<file path="src/rtl/ls_ctrl_pkg.sv">
// Shared types and address/bit constants for the LightSeparator APB control block.
// The completed-frame counter address is only decoded when LS_FRAME_CNT_EN is defined.
package ls_ctrl_pkg;

  typedef enum logic [1:0] {
    IDLE   = 2'd0,
    STREAM = 2'd1,
    DONE   = 2'd2
  } state_t;

  localparam int CTRL_ADDR      = 0;
  localparam int COEFF_BASE     = 1;
  localparam int CTRL_START_BIT = 0;
  localparam int CTRL_BUSY_BIT  = 1;
  localparam int CTRL_DONE_BIT  = 2;
  // Counter address sits just past the last coefficient register.
  localparam int FRAME_CNT_OFS  = 1;
  localparam int FRAME_CNT_W    = 16;

endpackage

</file>
<file path="src/rtl/ls_apb_slave.sv">
// Zero-wait-state APB decode: write strobes, coefficient select and registered PRDATA.
// With LS_FRAME_CNT_EN defined, the frame counter address is also decoded.
module ls_apb_slave
  import ls_ctrl_pkg::*;
#(
  parameter int Amba_Addr_Depth = 20,
  parameter int Amba_Word       = 24,
  parameter int CoeffPrecision  = 12,
  parameter int NumCoeffRegs    = 8,
  localparam int IdxW = (NumCoeffRegs > 1) ? $clog2(NumCoeffRegs) : 1
) (
  input  logic                                     clk,
  input  logic                                     rst,
  input  logic [Amba_Addr_Depth-1:0]               PADDR,
  input  logic                                     PSEL,
  input  logic                                     PENABLE,
  input  logic                                     PWRITE,
  input  logic [2:0]                               ctrl_status,
  input  logic [2*NumCoeffRegs*CoeffPrecision-1:0] coeffs,
`ifdef LS_FRAME_CNT_EN
  input  logic [FRAME_CNT_W-1:0]                   frame_cnt,
  output logic                                     fcnt_wr,
`endif
  output logic [Amba_Word-1:0]                     PRDATA,
  output logic                                     ctrl_wr,
  output logic                                     coeff_wr,
  output logic [IdxW-1:0]                          coeff_sel
);

  logic setup, access, is_ctrl, is_coeff;
  logic [Amba_Word-1:0] rd_mux;

  assign setup     = PSEL & ~PENABLE;
  assign access    = PSEL & PENABLE;
  assign is_ctrl   = (PADDR == Amba_Addr_Depth'(CTRL_ADDR));
  assign is_coeff  = (PADDR >= Amba_Addr_Depth'(COEFF_BASE)) &&
                     (PADDR <  Amba_Addr_Depth'(COEFF_BASE + NumCoeffRegs));
  assign coeff_sel = IdxW'(PADDR - Amba_Addr_Depth'(COEFF_BASE));
  assign ctrl_wr   = access & PWRITE & is_ctrl;
  assign coeff_wr  = access & PWRITE & is_coeff;

`ifdef LS_FRAME_CNT_EN
  logic is_fcnt;
  assign is_fcnt = (PADDR == Amba_Addr_Depth'(NumCoeffRegs + FRAME_CNT_OFS));
  assign fcnt_wr = access & PWRITE & is_fcnt;
`endif

  always_comb begin
    rd_mux = '0;
    if (is_ctrl)
      rd_mux = Amba_Word'(ctrl_status);
    else if (is_coeff)
      rd_mux = Amba_Word'(coeffs[coeff_sel*2*CoeffPrecision +: 2*CoeffPrecision]);
`ifdef LS_FRAME_CNT_EN
    else if (is_fcnt)
      rd_mux = Amba_Word'(frame_cnt);
`endif
  end

  // Captured in the read setup phase and held through access; zero otherwise.
  always_ff @(posedge clk or negedge rst) begin
    if (!rst)
      PRDATA <= '0;
    else if (setup && !PWRITE)
      PRDATA <= rd_mux;
    else if (!(access && !PWRITE))
      PRDATA <= '0;
  end

endmodule

</file>
<file path="src/rtl/ls_apb_ctrl_regfile.sv">
// APB register bank and frame-streaming FSM at the LightSeparator input boundary.
// Define LS_FRAME_CNT_EN to add a 16-bit saturating completed-frame counter.
//
//   state  | meaning
//   IDLE   | waiting for a 0->1 edge on start_work
//   STREAM | forwarding FrameLen pixels, abort if start_work clears
//   DONE   | frame_done pulsed once, wait for start_work to clear
module ls_apb_ctrl_regfile
  import ls_ctrl_pkg::*;
#(
  parameter int Amba_Addr_Depth = 20,
  parameter int Amba_Word       = 24,
  parameter int PixelPrecision  = 8,
  parameter int CoeffPrecision  = 12,
  parameter int NumCoeffRegs    = 8,
  parameter int FrameLen        = 32
) (
  input  logic                                     clk,
  input  logic                                     rst,
  input  logic [Amba_Addr_Depth-1:0]               PADDR,
  input  logic                                     PSEL,
  input  logic                                     PENABLE,
  input  logic                                     PWRITE,
  input  logic [Amba_Word-1:0]                     PWDATA,
  output logic [Amba_Word-1:0]                     PRDATA,
  input  logic [PixelPrecision-1:0]                ImInput,
  output logic [2*NumCoeffRegs*CoeffPrecision-1:0] coeffs,
  output logic [PixelPrecision-1:0]                pix_out,
  output logic                                     pix_valid,
  output logic                                     pix_first,
  output logic                                     pix_last,
  output logic                                     busy,
  output logic                                     frame_done
);

  localparam int IdxW = (NumCoeffRegs > 1) ? $clog2(NumCoeffRegs) : 1;
  localparam int CntW = (FrameLen > 1) ? $clog2(FrameLen) : 1;
  localparam logic [CntW-1:0] LastCnt = CntW'(FrameLen - 1);

  state_t            state;
  logic [CntW-1:0]   cnt;
  logic              start_work, start_d, sticky;
  logic              ctrl_wr, coeff_wr;
  logic [IdxW-1:0]   coeff_sel;
  logic [2:0]        ctrl_status;

  always_comb begin
    ctrl_status = '0;
    ctrl_status[CTRL_START_BIT] = start_work;
    ctrl_status[CTRL_BUSY_BIT]  = busy;
    ctrl_status[CTRL_DONE_BIT]  = sticky;
  end

`ifdef LS_FRAME_CNT_EN
  logic [FRAME_CNT_W-1:0] frame_cnt;
  logic                   fcnt_wr;
`endif

  ls_apb_slave #(
    .Amba_Addr_Depth(Amba_Addr_Depth),
    .Amba_Word      (Amba_Word),
    .CoeffPrecision (CoeffPrecision),
    .NumCoeffRegs   (NumCoeffRegs)
  ) u_apb (
    .clk        (clk),
    .rst        (rst),
    .PADDR      (PADDR),
    .PSEL       (PSEL),
    .PENABLE    (PENABLE),
    .PWRITE     (PWRITE),
    .ctrl_status(ctrl_status),
    .coeffs     (coeffs),
`ifdef LS_FRAME_CNT_EN
    .frame_cnt  (frame_cnt),
    .fcnt_wr    (fcnt_wr),
`endif
    .PRDATA     (PRDATA),
    .ctrl_wr    (ctrl_wr),
    .coeff_wr   (coeff_wr),
    .coeff_sel  (coeff_sel)
  );

  // Coefficients are frozen while a frame is in flight.
  always_ff @(posedge clk or negedge rst) begin
    if (!rst) begin
      coeffs     <= '0;
      start_work <= 1'b0;
      start_d    <= 1'b0;
    end else begin
      start_d <= start_work;
      if (ctrl_wr)
        start_work <= PWDATA[CTRL_START_BIT];
      if (coeff_wr && !busy)
        coeffs[coeff_sel*2*CoeffPrecision +: 2*CoeffPrecision] <= PWDATA[2*CoeffPrecision-1:0];
    end
  end

  always_ff @(posedge clk or negedge rst) begin
    if (!rst) begin
      state      <= IDLE;
      cnt        <= '0;
      busy       <= 1'b0;
      pix_out    <= '0;
      pix_valid  <= 1'b0;
      pix_first  <= 1'b0;
      pix_last   <= 1'b0;
      frame_done <= 1'b0;
      sticky     <= 1'b0;
    end else begin
      case (state)
        IDLE: begin
          pix_out    <= '0;
          pix_valid  <= 1'b0;
          pix_first  <= 1'b0;
          pix_last   <= 1'b0;
          frame_done <= 1'b0;
          if (start_work && !start_d) begin
            state <= STREAM;
            busy  <= 1'b1;
            cnt   <= '0;
          end
        end
        STREAM: begin
          frame_done <= 1'b0;
          if (!start_work) begin
            state     <= IDLE;
            busy      <= 1'b0;
            pix_out   <= '0;
            pix_valid <= 1'b0;
            pix_first <= 1'b0;
            pix_last  <= 1'b0;
          end else begin
            pix_out   <= ImInput;
            pix_valid <= 1'b1;
            pix_first <= (cnt == '0);
            pix_last  <= (cnt == LastCnt);
            if (cnt == LastCnt)
              state <= DONE;
            else
              cnt <= cnt + 1'b1;
          end
        end
        DONE: begin
          // pix_last is still high only on the first DONE cycle.
          pix_out    <= '0;
          pix_valid  <= 1'b0;
          pix_first  <= 1'b0;
          pix_last   <= 1'b0;
          frame_done <= pix_last;
          if (!start_work) begin
            state <= IDLE;
            busy  <= 1'b0;
          end
        end
        default: begin
          state <= IDLE;
          busy  <= 1'b0;
        end
      endcase

      if (ctrl_wr && !PWDATA[CTRL_START_BIT])
        sticky <= 1'b0;
      else if (state == DONE && pix_last)
        sticky <= 1'b1;
    end
  end

`ifdef LS_FRAME_CNT_EN
  always_ff @(posedge clk or negedge rst) begin
    if (!rst)
      frame_cnt <= '0;
    else if (fcnt_wr)
      frame_cnt <= '0;
    else if (state == DONE && pix_last && frame_cnt != '1)
      frame_cnt <= frame_cnt + 1'b1;
  end
`endif

endmodule

</file>
<file path="config.mk">
export PLATFORM = sky130hd
export DESIGN_NAME = ls_apb_ctrl_regfile
export DESIGN_NICKNAME = d
export VERILOG_FILES = /design/src/rtl/ls_ctrl_pkg.sv /design/src/rtl/ls_apb_slave.sv /design/src/rtl/ls_apb_ctrl_regfile.sv
export SDC_FILE = /design/constraint.sdc
export NUM_CORES = 1
export LEC_CHECK = 0
export CAP_MARGIN = 20
export CORE_MARGIN = 4
export CORE_UTILIZATION = 50
export DETAILED_ROUTE_END_ITERATION = 10
export PLACE_DENSITY = 0.81
export SETUP_SLACK_MARGIN = 0.05
export SLEW_MARGIN = 0
export SYNTH_ARGS = -nofsm -noshare
export SYNTH_HDL_FRONTEND = slang
export SYNTH_HIERARCHICAL = 1
export SYNTH_SLANG_ARGS = --single-unit
export TNS_END_PERCENT = 20
</file>
<file path="constraint.sdc">
create_clock -name clk -period 2.59 [get_ports clk]
set_clock_uncertainty 0.05 [all_clocks]
set_input_delay 0.518 -clock clk [delete_from_list [all_inputs] [get_ports clk]]
set_output_delay 0.518 -clock clk [all_outputs]
set_load 0.02 [all_outputs]
</file>
Word-level counts from Yosys, hierarchy flattened
Index checks and enable logic that the tools add are counted.
{ "classes": {"add_sub_neg": 3, "reduce_logical": 24, "multipliers": 1, "muxes": 28, "eq_ne": 10, "n_bitwise": 6, "n_lt_le_gt_ge": 2, "shift": 3} }
{ "ops": {"columns": ["operator", "count"], "rows": [
  ["bitwise mux 192 bit", 1],
  ["variable shift 24 x 34 -> 192 bit, first input constant", 1],
  ["indexed part select 192 x 10 -> 24 bit", 1],
  ["indexed part select 24 x 34 -> 192 bit", 1],
  ["2-to-1 mux 24 bit", 4],
  ["negator 9 -> 34 bit", 1],
  ["greater-or-equal comparator 20 x 1 -> 1 bit, second input constant", 1],
  ["zero test 20 bit", 1],
  ["< comparator 20 x 4 -> 1 bit, second input constant", 1],
  ["case mux 8 bit (2 select lines)", 1],
  ["2-to-1 mux 5 bit", 3],
  ["inequality test 2 bit, second input constant", 5],
  ["case mux 1 bit (2 select lines)", 5],
  ["case mux 5 bit (2 select lines)", 1],
  ["2-to-1 mux 2 bit", 4],
  ["2-to-1 mux 8 bit", 1],
  ["nonzero test 2 bit", 4],
  ["logical AND 1 bit", 7],
  ["2-to-1 mux 1 bit", 7],
  ["case mux 2 bit (3 select lines)", 1],
  ["OR reduction 2 bit", 3],
  ["adder 5 x 1 -> 5 bit, second input constant", 1],
  ["bitwise AND 1 bit", 5],
  ["== test 5 bit, second input constant", 1],
  ["other kinds (13)", 16]
]} }
{ "totals": {"word_cells": 90, "in_bits": 57, "reg_bits": 239} }

Depth between registers and ports, before layout
{ "depth": {"word_depth": 6, "mapped_depth": 20} }

Cells and area by module
Netlist, hierarchy kept.
{ "modules_own_cells": {"columns": ["mod", "area_each_um2", "seq_area_each_um2", "instances", "cells_each"], "rows": [
  ["ls_apb_ctrl_regfile", 10491.3, 5380.2, 1, 1000],
  ["ls_apb_slave", 2682.6, 600.6, 1, 441]
]} }

Worst setup path before layout
Ideal clock, no wire load.
{ "synth_path": {"path_type": "input to register", "start": "input PADDR[0]", "end": "register coeffs[144]", "n_path_buf": 4, "path_slack_ns": -2.335, "arrival_ns": 4.750, "required_ns": 2.415, "stages": 16, "cell_sequence": "clkinv_1 > ha_1 > buf_2 > buf_2 > inv_1 > ha_1 > fa_1 > nor2b_1 > clkbuf_1 > and2_1 > ha_1 > clkbuf_1 > inv_1 > nor4_2 > o21a_2 > mux2_2"} }
{ "synth_between": {"elab_chain_cells": 5, "elab_cells_between_ends": 11, "classes_between": "add/sub: 2; mul: 1; order compare: 2; shift: 2; mux: 1; bitwise: 1; reduce/logical: 2"} }
{ "synth_lines": {"columns": ["element", "line_no", "text"], "rows": [
  ["from (decl)", "ls_apb_ctrl_regfile.sv:20", "input logic [Amba_Addr_Depth-1:0] PADDR,"],
  ["subtractor 3 x 1 -> 3 bit *", "ls_apb_slave.sv:38", "assign coeff_sel = IdxW'(PADDR - Amba_Addr_Depth'(COEFF_BASE));"],
  ["net coeff_sel[1]", "ls_apb_ctrl_regfile.sv:44", "logic [IdxW-1:0] coeff_sel;"],
  ["multiplier 3 x 2 -> 5 bit *", "ls_apb_ctrl_regfile.sv:94", "coeffs[coeff_sel*2*CoeffPrecision +: 2*CoeffPrecision] <= PWDATA[2*CoeffPrecision-1:0];"],
  ["negator 9 -> 34 bit *", "ls_apb_ctrl_regfile.sv:94", null],
  ["indexed part select 24 x 34 -> 192 bit or variable shift 24 x 34 -> 192 bit (tied branches)", "ls_apb_ctrl_regfile.sv:94", null],
  ["bitwise mux 192 bit *", "ls_apb_ctrl_regfile.sv:94", null],
  ["to (signal, indexed assignment)", "ls_apb_ctrl_regfile.sv:94", null],
  ["to (decl)", "ls_apb_ctrl_regfile.sv:27", "output logic [2*NumCoeffRegs*CoeffPrecision-1:0] coeffs,"]
]} }
The timed path passes the listed nets; every way through them passes the cells marked *.
A chain may end at the register's enable or synchronous reset.

Worst setup path in the final report
{ "layout_path": {"start": "input PADDR[0]", "end": "register coeffs[73]"} }
The elaborated chain is that of the path after synthesis.

==> results.md <==
* VDD IR max at 0.466 mV
* Syn Area/Cell at 9.14 um2
* Rows at 59
* FF-to-FF End: coeffs[73]$_DFFE_PN0P_
* Crit path DAT at 3580 ps
* CTS Sinks at 239
* Largest net degree at the start of global routing at 87
* TritonRoute pass-1 iters at 7
* Pins Over Slew Limit at 0
* I/O pin total at 286
* Max-Cap Viols at 0
* Nets at 1,955
* Storage element area at 0.00598 mm2
* Initial antenna violation count at 0
* Setup crit end kind: register
* Synth Cell Area at 0.0132 mm2
* N_diodes at 0
* GPL Wtd Cong at 0.990
* R2r startpoint: busy$_DFFE_PN0P_
* Critical Path RT at 2960 ps
* Cts bufs inserted at 26
* EDFF count, synth at 0
* Vias at 14,200
* Tightest Pin Transition at 1080 ps
* First-pass GRT wire length at 86,200 um
* Clock tree buffer depth at 3
* Main synth FF type: dfrtp_1
* Syn Inst Count at 1,441
* Vias in the first global route at 13,800
* Reg2Reg Depth at 5
* Yosys cell types at 81
* Starting Density at 50.7%
* Die Ht at 170 um
* Clk Latency, worst-skew pair at 540 ps
* Worst Slack Setup Final at -613 ps
* Core footprint at 0.0260 mm2
* Status: finished, violations left
* Worst R2R Setup Slack at 380 ps
* Reg power frac at 38.5%
* GRT Util Overall at 39.2%
* DR vias/cell at 6.33
* CTS tree: done
* Synth Net Count at 1,514
* Multi-input combinational cell area at 0.00741 mm2
* Psw at 3040 uW
* Root Buffer: clkbuf_16
* Crit Path Class: in -> reg
* Slew HR at 28.2%
* DRC viols at 0
* Min cycle time layout at 3200 ps
* Clock share of power at 37.6%
* Final Hold Vio Count at 0
* Register bit total from synthesis at 239
* P_int at 6660 uW
* Switch share at 31.3%
* Failing checks: negative setup slack
* TNS Setup at -74,350 ps
* Iteration-0 DRC Markers at 2,290
* Achievable frequency at 312 MHz
* Area grow syn2layout at 50.0%
* CP max FO at 8
* GR Overflow Total at 0
* PD cells at 491 mW/mm2
* DP HPWL at 43,500 um
* Leakage power at 0.00876 uW
* Comb pwr share at 23.9%
* Util after Layout at 76.1%
* Die area at 0.0290 mm2
* Worst Hold Class: in -> async
* Final setup violation count at 216
* Die Width at 170 um
* Async SR Flop Fraction at 100%
* Worst setup SP type: input pin
* H-tree Lvls at 1
* Post-route ant nets at 0
* Routed wire length at 58,700 um
* Register area share after synthesis at 45.4%
* Fillers at 1,788
* Fraction of layout cells with a size suffix above 1 at 25.8%
* Synth Warn # at 6
* Clock transition at path regs at 60 ps
* Period utilization at 124%
* Unrepaired setup endpoints after global routing: true
* PortBufs at 285
* WL/cell at 26.2 um
## sequential cells by signal (all words and copies together), names as in the netlist, 2 cells and up
signal,flops
state,2
pix_out,8
coeffs,192
u_apb/PRDATA,24
cnt,5
## layer usage
| metal | wire (um) | vias to the layer above | track usage (%) |
|---|---|---|---|
| met5 | 0 | - | 0 |
| met4 | 2970 | 0 | 16.5 |
| met3 | 7380 | 195 | 9.92 |
| met2 | 25400 | 1094 | 57.6 |
| met1 | 23000 | 6883 | 55.6 |
| li1 | - | 5999 | - |
## synthesized netlist by cell type (4+ instances only)
| master | instances | share of area (%) |
|---|---|---|
| and3_1 | 14 | 0.66 |
| and2_1 | 5 | 0.24 |
| nor2b_1 | 8 | 0.38 |
| mux2_2 | 89 | 7.6 |
| buf_2 | 20 | 0.76 |
| mux2i_1 | 54 | 4.1 |
| a21oi_1 | 62 | 2.4 |
| xnor2_1 | 5 | 0.33 |
| a32oi_1 | 7 | 0.47 |
| a2bb2oi_1 | 7 | 0.47 |
| nand2b_1 | 8 | 0.38 |
| inv_1 | 33 | 0.94 |
| o21ai_1 | 22 | 0.84 |
| a21boi_0 | 6 | 0.34 |
| a31oi_1 | 17 | 0.81 |
| nor3b_1 | 4 | 0.23 |
| o21ai_0 | 75 | 2.8 |
| buf_1 | 13 | 0.37 |
| ha_1 | 15 | 1.4 |
| clkbuf_1 | 59 | 1.7 |
| a22o_1 | 22 | 1.5 |
| nor3_1 | 13 | 0.49 |
| mux2_1 | 10 | 0.85 |
| o32a_1 | 7 | 0.53 |
| dfrtp_1 | 239 | 45 |
| o22ai_1 | 9 | 0.43 |
| nand2_1 | 323 | 9.2 |
| a22oi_1 | 7 | 0.40 |
| nand3_1 | 93 | 3.5 |
| o221ai_1 | 5 | 0.33 |
| nand4_1 | 30 | 1.4 |
| nor2_1 | 64 | 1.8 |
| o31ai_1 | 20 | 1.1 |
| a32o_1 | 4 | 0.30 |
## placed cells by master, fill, tap and decap left out, drive strengths merged, types with 4 or more instances in the layout
cell type,synthesis,final
nand2,323,323
clkdlybuf4s50,0,265
dfrtp,239,239
buf,37,231
o21ai,100,100
mux2,99,99
nand3,94,94
nor2,64,64
a21oi,62,62
mux2i,54,54
clkbuf,59,42
inv,34,34
nand4,31,31
a22o,22,22
o31ai,22,22
a31oi,18,18
ha,15,15
and3,14,14
nor3,14,14
o22ai,9,9
nand2b,8,8
nor2b,8,8
clkinv,1,8
a2bb2oi,7,7
o32a,7,7
a32oi,7,7
a22oi,7,7
a21boi,6,6
and2,6,6
xnor2,6,6
or4,5,5
clkdlybuf4s15,0,5
dlygate4sd2,0,5
nor3b,5,5
o221ai,5,5
xor2,4,4
a32o,4,4
nor4,4,4
## logic make-up (layout without fill, tap and decap cells)
group / count (synthesis) / in the layout / share of synthesized area, %
adder cells (fa/ha/maj): 16 / 16 / 1.58
AND/OR/NAND/NOR: 586 / 586 / 20.1
AO/OA/AOI/OAI: 306 / 306 / 15.5
XOR/XNOR: 10 / 10 / 0.779
buffers and inverters: 131 / 592 / 4.09
flip-flops: 239 / 239 / 45.4
multiplexers: 153 / 153 / 12.6
## metrics by stage
step	hold WS, ps	instance area [um2]	total power (uW)	std cells	worst slack [ps]
floorplan	172	13500	4760	1441	-1440
detailed placement	358	18100	5900	2164	-1730
global placement	356	18100	5880	2164	-1690
finish	375	19800	9700	2237	-613
CTS	387	19500	9580	2238	-665
global route	408	19800	9950	2237	-734
## critical path: stages
cell,delay [ps]
buf_12,100
clkinv_16,40
ha_4,270
inv_4,50
ha_4,150
fa_2,550
nor2b_2,50
and2_4,140
ha_4,160
buf_6,110
or3b_4,380
a41oi_4,260
nand4_1,220
o31ai_4,210
mux2_4,350
## what timing repair did
action	4_1_cts	5_1_grt
buffers inserted	25	0
hold buffers	1	0
pin swaps	53	18
endpoints found under the hold margin	29	0
setup endpoints to repair	215	216
gates resized for setup	175	65
## final cells by class
cell class,instances,area share (%)
repair buffers,509,25.1
clock buffers,40,3.76
flip-flops and latches,239,30.3
well taps,335,2.12
multi-input cells,1071,37.5
clock inverters,8,0.386
inverters,35,0.836
## worst max path at each step
stage | start | endpoint | slack [ps] | cells past startpoint
final | PADDR[0] | coeffs[73]$_DFFE_PN0P_ | -610 | 15
after floorplan | PADDR[0] | coeffs[80]$_DFFE_PN0P_ | -1440 | 18
after global routing | PADDR[0] | coeffs[182]$_DFFE_PN0P_ | -730 | 17
after global placement | PADDR[0] | coeffs[75]$_DFFE_PN0P_ | -1690 | 16
after CTS | PADDR[0] | coeffs[73]$_DFFE_PN0P_ | -670 | 16
after detailed placement | PADDR[0] | coeffs[74]$_DFFE_PN0P_ | -1730 | 16
## power groups by stage
| stage | sequential, uW | clock [uW] | combinational (uW) |
|---|---|---|---|
| CTS | 3730 | 3640 | 2200 |
| finish | 3730 | 3650 | 2320 |
| detailed placement | 3800 | 0 | 2100 |
| floorplan | 3800 | 0 | 953 |
| global placement | 3800 | 0 | 2080 |
| global route | 3730 | 3810 | 2410 |
(Power assumes the default switching activity.)
==> RTL change 1 (same settings) <==
Change the parameter `PixelPrecision` from 8 to 9.
--- a/src/rtl/ls_apb_ctrl_regfile.sv
+++ b/src/rtl/ls_apb_ctrl_regfile.sv
@@ -10,7 +10,7 @@
 #(
   parameter int Amba_Addr_Depth = 20,
   parameter int Amba_Word       = 24,
-  parameter int PixelPrecision  = 8,
+  parameter int PixelPrecision  = 9,
   parameter int CoeffPrecision  = 12,
   parameter int NumCoeffRegs    = 8,
   parameter int FrameLen        = 32
Ports: changed (resized ImInput and pix_out); port bits go from 286 to 288. No check against the original RTL was run, so the function may have changed too.
==> RTL change 1 against the unedited design <==
- the run still ends with negative setup slack left
- sequential share of layout area shrank 1.0 points
- largest power group unchanged
- global-route usage is 0.60 points higher
- fmax is 2.9% higher
- count of clock-buffer cells in the layout is the same
- critical path depth down 1
- final area up 3.9%
- area after synthesis up 1.3%
- critical endpoint is now coeffs[164]
- wire length up 3.6%
- sequential cell count is 1 higher
- via count up 0.35%
- power increased by 4.4%
- worst setup slack better by 0.090 ns
- combinational power up 13%
==> RTL change 1: results (changes against the unedited design) <==
** Clock tree
- Post-CTS setup buffer count :: 33 (was 25)
- The post-cts resize count is 170 (was 175).

** Layout
- Registers with the most flip-flops :: coeffs: 192 flops, u_apb/PRDATA: 24 flops, pix_out: 9 flops (was coeffs: 192 flops, u_apb/PRDATA: 24 flops, pix_out: 8 flops)
- The number of diodes came to 2 (was 0).
- The net total in the final layout was 1946 (was 1955).
- The flip-flop and latch count is 240 (was 239).
- Non-clock inverter total of the final layout :: 29 (was 35)
- Non-clock buffer total of the final layout :: 558 (was 509)

** Route
- The DRC violation total after the first TritonRoute iteration was 2072 (was 2290).
- The total length of routed met2 wires is 27700 µm (was 25400 µm).
- Post-Route M1 WL :: 22300 µm (was 23000 µm)
- The routed via count divided by cell count is 6.39 (was 6.33).
- The length of routed met3 wiring was 6680 µm (was 7380 µm).
- Post-DR wirelength/cell :: 27.3 µm (was 26.2 µm)

** GRT
- The wire length of the first global-routing pass was 87700 µm (was 86200 µm).
- Total Routing Usage GR :: 39.8% (was 39.2%)
- Met2 demand-to-capacity share in global routing :: 64.7% (was 57.6%)

** Logic synthesis
- The compound-gate portion of the synthesized area was 12.5% (was 15.5%).
- The cell count after synthesis was 1374 (was 1441).
- The adder-cell area share of the yosys netlist was 1.56% (was 1.58%).

** Power
- The internal power came to 6900 µW (was 6660 µW).
- The peak ir drop on the vdd network was 0.473 mV (was 0.466 mV).
- The clock network fraction of total power came to 37.0% (was 37.6%).

** Placement
- The global placer's final weighted congestion is 0.996 (was 0.990).
- The worst setup slack after placement came to -1.63 ns (was -1.73 ns).
- Total placed instance area :: 18600 µm² (was 18100 µm²)

** Outcome
- Violated checks :: negative setup slack (unchanged)
- Run status: finished with violations (unchanged).

** STA
- PnR worst setup slack :: -0.523 ns (was -0.613 ns)
- The setup-violating endpoint count in the final report is 218 (was 216).

** Setup path
- Number of cell instances on the worst register-to-register path :: 6 (was 5)
==> RTL change 1: cell types whose count changed after synthesis, moves of 7 or more <==
cell | before | now
sky130_fd_sc_hd__a32o_1 | 4 | 31
sky130_fd_sc_hd__mux2_4 | 0 | 8
sky130_fd_sc_hd__mux2i_1 | 54 | 37
sky130_fd_sc_hd__mux2_2 | 89 | 163
sky130_fd_sc_hd__a21oi_1 | 62 | 36
sky130_fd_sc_hd__a31oi_1 | 17 | 6
sky130_fd_sc_hd__clkbuf_1 | 59 | 50
sky130_fd_sc_hd__nand2_1 | 323 | 261
sky130_fd_sc_hd__nand3_1 | 93 | 103
sky130_fd_sc_hd__inv_1 | 33 | 26
sky130_fd_sc_hd__nand2b_1 | 8 | 16
sky130_fd_sc_hd__o21ai_0 | 75 | 59
sky130_fd_sc_hd__a2bb2oi_1 | 7 | 0
==> RTL change 2 (same settings) <==
Made on the original files. Add an input register stage for `PADDR`, `PSEL`, `PENABLE`, `PWRITE`, `PWDATA` and `ImInput`; this delays them by one clock.
--- a/src/rtl/ls_apb_ctrl_regfile.sv
+++ b/src/rtl/ls_apb_ctrl_regfile.sv
@@ -37,6 +37,22 @@
   localparam int CntW = (FrameLen > 1) ? $clog2(FrameLen) : 1;
   localparam logic [CntW-1:0] LastCnt = CntW'(FrameLen - 1);
 
+  logic [Amba_Addr_Depth-1:0] PADDR_q;
+  logic PSEL_q;
+  logic PENABLE_q;
+  logic PWRITE_q;
+  logic [Amba_Word-1:0] PWDATA_q;
+  logic [PixelPrecision-1:0] ImInput_q;
+
+  always_ff @(posedge clk) begin
+    PADDR_q   <= PADDR;
+    PSEL_q    <= PSEL;
+    PENABLE_q <= PENABLE;
+    PWRITE_q  <= PWRITE;
+    PWDATA_q  <= PWDATA;
+    ImInput_q <= ImInput;
+  end
+
   state_t            state;
   logic [CntW-1:0]   cnt;
   logic              start_work, start_d, sticky;
@@ -64,10 +80,10 @@
   ) u_apb (
     .clk        (clk),
     .rst        (rst),
-    .PADDR      (PADDR),
-    .PSEL       (PSEL),
-    .PENABLE    (PENABLE),
-    .PWRITE     (PWRITE),
+    .PADDR      (PADDR_q),
+    .PSEL       (PSEL_q),
+    .PENABLE    (PENABLE_q),
+    .PWRITE     (PWRITE_q),
     .ctrl_status(ctrl_status),
     .coeffs     (coeffs),
 `ifdef LS_FRAME_CNT_EN
@@ -89,9 +105,9 @@
     end else begin
       start_d <= start_work;
       if (ctrl_wr)
-        start_work <= PWDATA[CTRL_START_BIT];
+        start_work <= PWDATA_q[CTRL_START_BIT];
       if (coeff_wr && !busy)
-        coeffs[coeff_sel*2*CoeffPrecision +: 2*CoeffPrecision] <= PWDATA[2*CoeffPrecision-1:0];
+        coeffs[coeff_sel*2*CoeffPrecision +: 2*CoeffPrecision] <= PWDATA_q[2*CoeffPrecision-1:0];
     end
   end
 
@@ -130,7 +146,7 @@
             pix_first <= 1'b0;
             pix_last  <= 1'b0;
           end else begin
-            pix_out   <= ImInput;
+            pix_out   <= ImInput_q;
             pix_valid <= 1'b1;
             pix_first <= (cnt == '0);
             pix_last  <= (cnt == LastCnt);
@@ -158,7 +174,7 @@
         end
       endcase
 
-      if (ctrl_wr && !PWDATA[CTRL_START_BIT])
+      if (ctrl_wr && !PWDATA_q[CTRL_START_BIT])
         sticky <= 1'b0;
       else if (state == DONE && pix_last)
         sticky <= 1'b1;
Check against the original RTL: not equivalent (a bounded check fails within 4 cycles, from zero or initial values and one cycle with rst low).
==> RTL change 2 against the unedited design <==
- the run still ends with negative setup slack left
- power up 19%
- sequential cell count rose by 55
- synthesized cell count decreased by 0.76%
- count of clock-buffer cells in the layout rose by 8
- worst setup slack worse by 0.26 ns
- hold slack improved by 0.021 ns
- area after synthesis rose by 5.5%
- wire length fell by 0.19%
- final area is 3.3% higher
- critical path type is now flip-flop to flip-flop
- largest cell class is now registers
- highest routed layer is now met5
==> RTL change 2: results (changes against the unedited design) <==
** Route
- Routed vias :: 13800 (was 14200)
- The highest layer used for signal routing is met5 (was met4).

** Power
- The cell leakage power came to 0.00886 µW (was 0.00876 µW).

** Logic synthesis
- The share of synthesized registers carrying an async set or reset is 81.3% (was 100%).
- Cell types with the largest area share after synthesis :: sky130_fd_sc_hd__dfrtp_1 43%, sky130_fd_sc_hd__nand2_1 8.5%, sky130_fd_sc_hd__mux2_2 8.1% (was sky130_fd_sc_hd__dfrtp_1 45%, sky130_fd_sc_hd__nand2_1 9.2%, sky130_fd_sc_hd__mux2_2 7.6%)
- The synthesized netlist net count came to 1503 (was 1514).
- Register area share after synthesis :: 51.0% (was 45.4%)
- Most numerous cell types in the synthesized netlist :: 315 x sky130_fd_sc_hd__nand2_1, 239 x sky130_fd_sc_hd__dfrtp_1, 100 x sky130_fd_sc_hd__mux2_2 (was 323 x sky130_fd_sc_hd__nand2_1, 239 x sky130_fd_sc_hd__dfrtp_1, 93 x sky130_fd_sc_hd__nand3_1)

** Placement
- The total instance count after detailed placement came to 2184 (was 2164).
- Post-place setup slack :: -0.982 ns (was -1.73 ns)

** Setup path
- Capture instance of the worst register-to-register path :: coeffs[13] (was coeffs[73])
- Critical path peak fanout :: 5 (was 8)
- Reg2Reg Launch Point :: PADDR_q[0] (was busy)

** Clock tree
- H-tree lvl count :: 2 (was 1)

** Min path
- The worst hold-check path type was input port to flip-flop (was input port to asynchronous set/reset pin).

** Layout
- The layout cell share with drive strength beyond 1 is 23.5% (was 25.8%).
- Total Nets Final :: 1934 (was 1955)

** GRT
- The met2 layer usage reported by global route came to 57.2% (was 57.6%).
- The number of antenna violations at the first check in global routing is 2 (was 0).
- The global-route total usage across every layer came to 37.0% (was 39.2%).
- GR met3 Demand/Resource :: 9.84% (was 9.92%)

** Outcome
- Violated checks: negative setup slack (unchanged).
- Run status :: finished with violations (unchanged)

** STA
- The smallest setup slack after layout is -0.875 ns (was -0.613 ns).
- The measured slew at the worst slew-check pin came to 0.952 ns (was 1.08 ns).
- The setup-violating endpoint count in the final report was 192 (was 216).
RTL change 2: changes by cell type after synthesis, moves of 6 or more:
cell and change:
sky130_fd_sc_hd__inv_1 -13, sky130_fd_sc_hd__o32a_1 -7, sky130_fd_sc_hd__mux2_2 +11, sky130_fd_sc_hd__a21oi_1 -13, sky130_fd_sc_hd__a2bb2oi_1 -7, sky130_fd_sc_hd__a22oi_1 +16, sky130_fd_sc_hd__a21boi_0 -6, sky130_fd_sc_hd__nor2_1 +18
sky130_fd_sc_hd__and3_1 -13, sky130_fd_sc_hd__o31ai_1 -12, sky130_fd_sc_hd__nand2_1 -8, sky130_fd_sc_hd__dfxtp_1 +55, sky130_fd_sc_hd__nand4_1 -6, sky130_fd_sc_hd__clkbuf_1 -9
RTL change 2: cell families after synthesis:
kind of cell	count (synthesis)	share of synthesized area, %
flip-flops	294	51.0
multiplexers	161	12.6
buffers and inverters	107	3.27
AO/OA/AOI/OAI	264	12.2
adder cells (fa/ha/maj)	16	1.49
AND/OR/NAND/NOR	578	18.6
XOR/XNOR	10	0.928
RTL change 2: area by class of cell:
cell class	instances	area [µm²]	area share, %
well taps	372	465	2.28
clock buffers	48	976	4.78
diodes	2	5.00	0.0245
repair buffers	480	4750	23.3
inverters	22	100	0.490
flip-flops and latches	294	7090	34.7
clock inverters	8	91.3	0.447
multi-input cells	1029	6950	34.0
RTL change 2: worst max-delay path: stages (launching register included):
cell and delay (ns):
sky130_fd_sc_hd__dfxtp_4 0.38, sky130_fd_sc_hd__clkinv_8 0.05, sky130_fd_sc_hd__ha_4 0.27, sky130_fd_sc_hd__inv_4 0.04, sky130_fd_sc_hd__ha_4 0.15, sky130_fd_sc_hd__fa_2 0.54
sky130_fd_sc_hd__nand2b_4 0.14, sky130_fd_sc_hd__nor2_4 0.04, sky130_fd_sc_hd__ha_4 0.25, sky130_fd_sc_hd__or3_4 0.42, sky130_fd_sc_hd__or4_4 0.57, sky130_fd_sc_hd__buf_8 0.17
sky130_fd_sc_hd__nor2_4 0.07, sky130_fd_sc_hd__a31oi_1 0.05, sky130_fd_sc_hd__a21oi_1 0.20
RTL change 2: worst max path at each step:
stage / end / startpoint / cells past startpoint / slack, ns
6_report: coeffs[13] / PADDR_q[0] / 14 / -0.88
5_1_grt: coeffs[145] / PADDR_q[0] / 15 / -0.98
4_1_cts: coeffs[162] / PADDR_q[0] / 13 / -0.82
3_5_place_dp: coeffs[110] / PADDR_q[0] / 15 / -0.98
3_3_place_gp: coeffs[109] / PADDR_q[0] / 15 / -0.93
2_1_floorplan: coeffs[150] / PADDR_q[0] / 17 / -1.42
RTL change 2: power breakdown:
part           leakage, µW  switching (µW)  internal, µW
sequential         0.00381            58.8          4630
clock             0.000524            1880          2810
combinational      0.00453            1330           821
total              0.00886            3280          8260
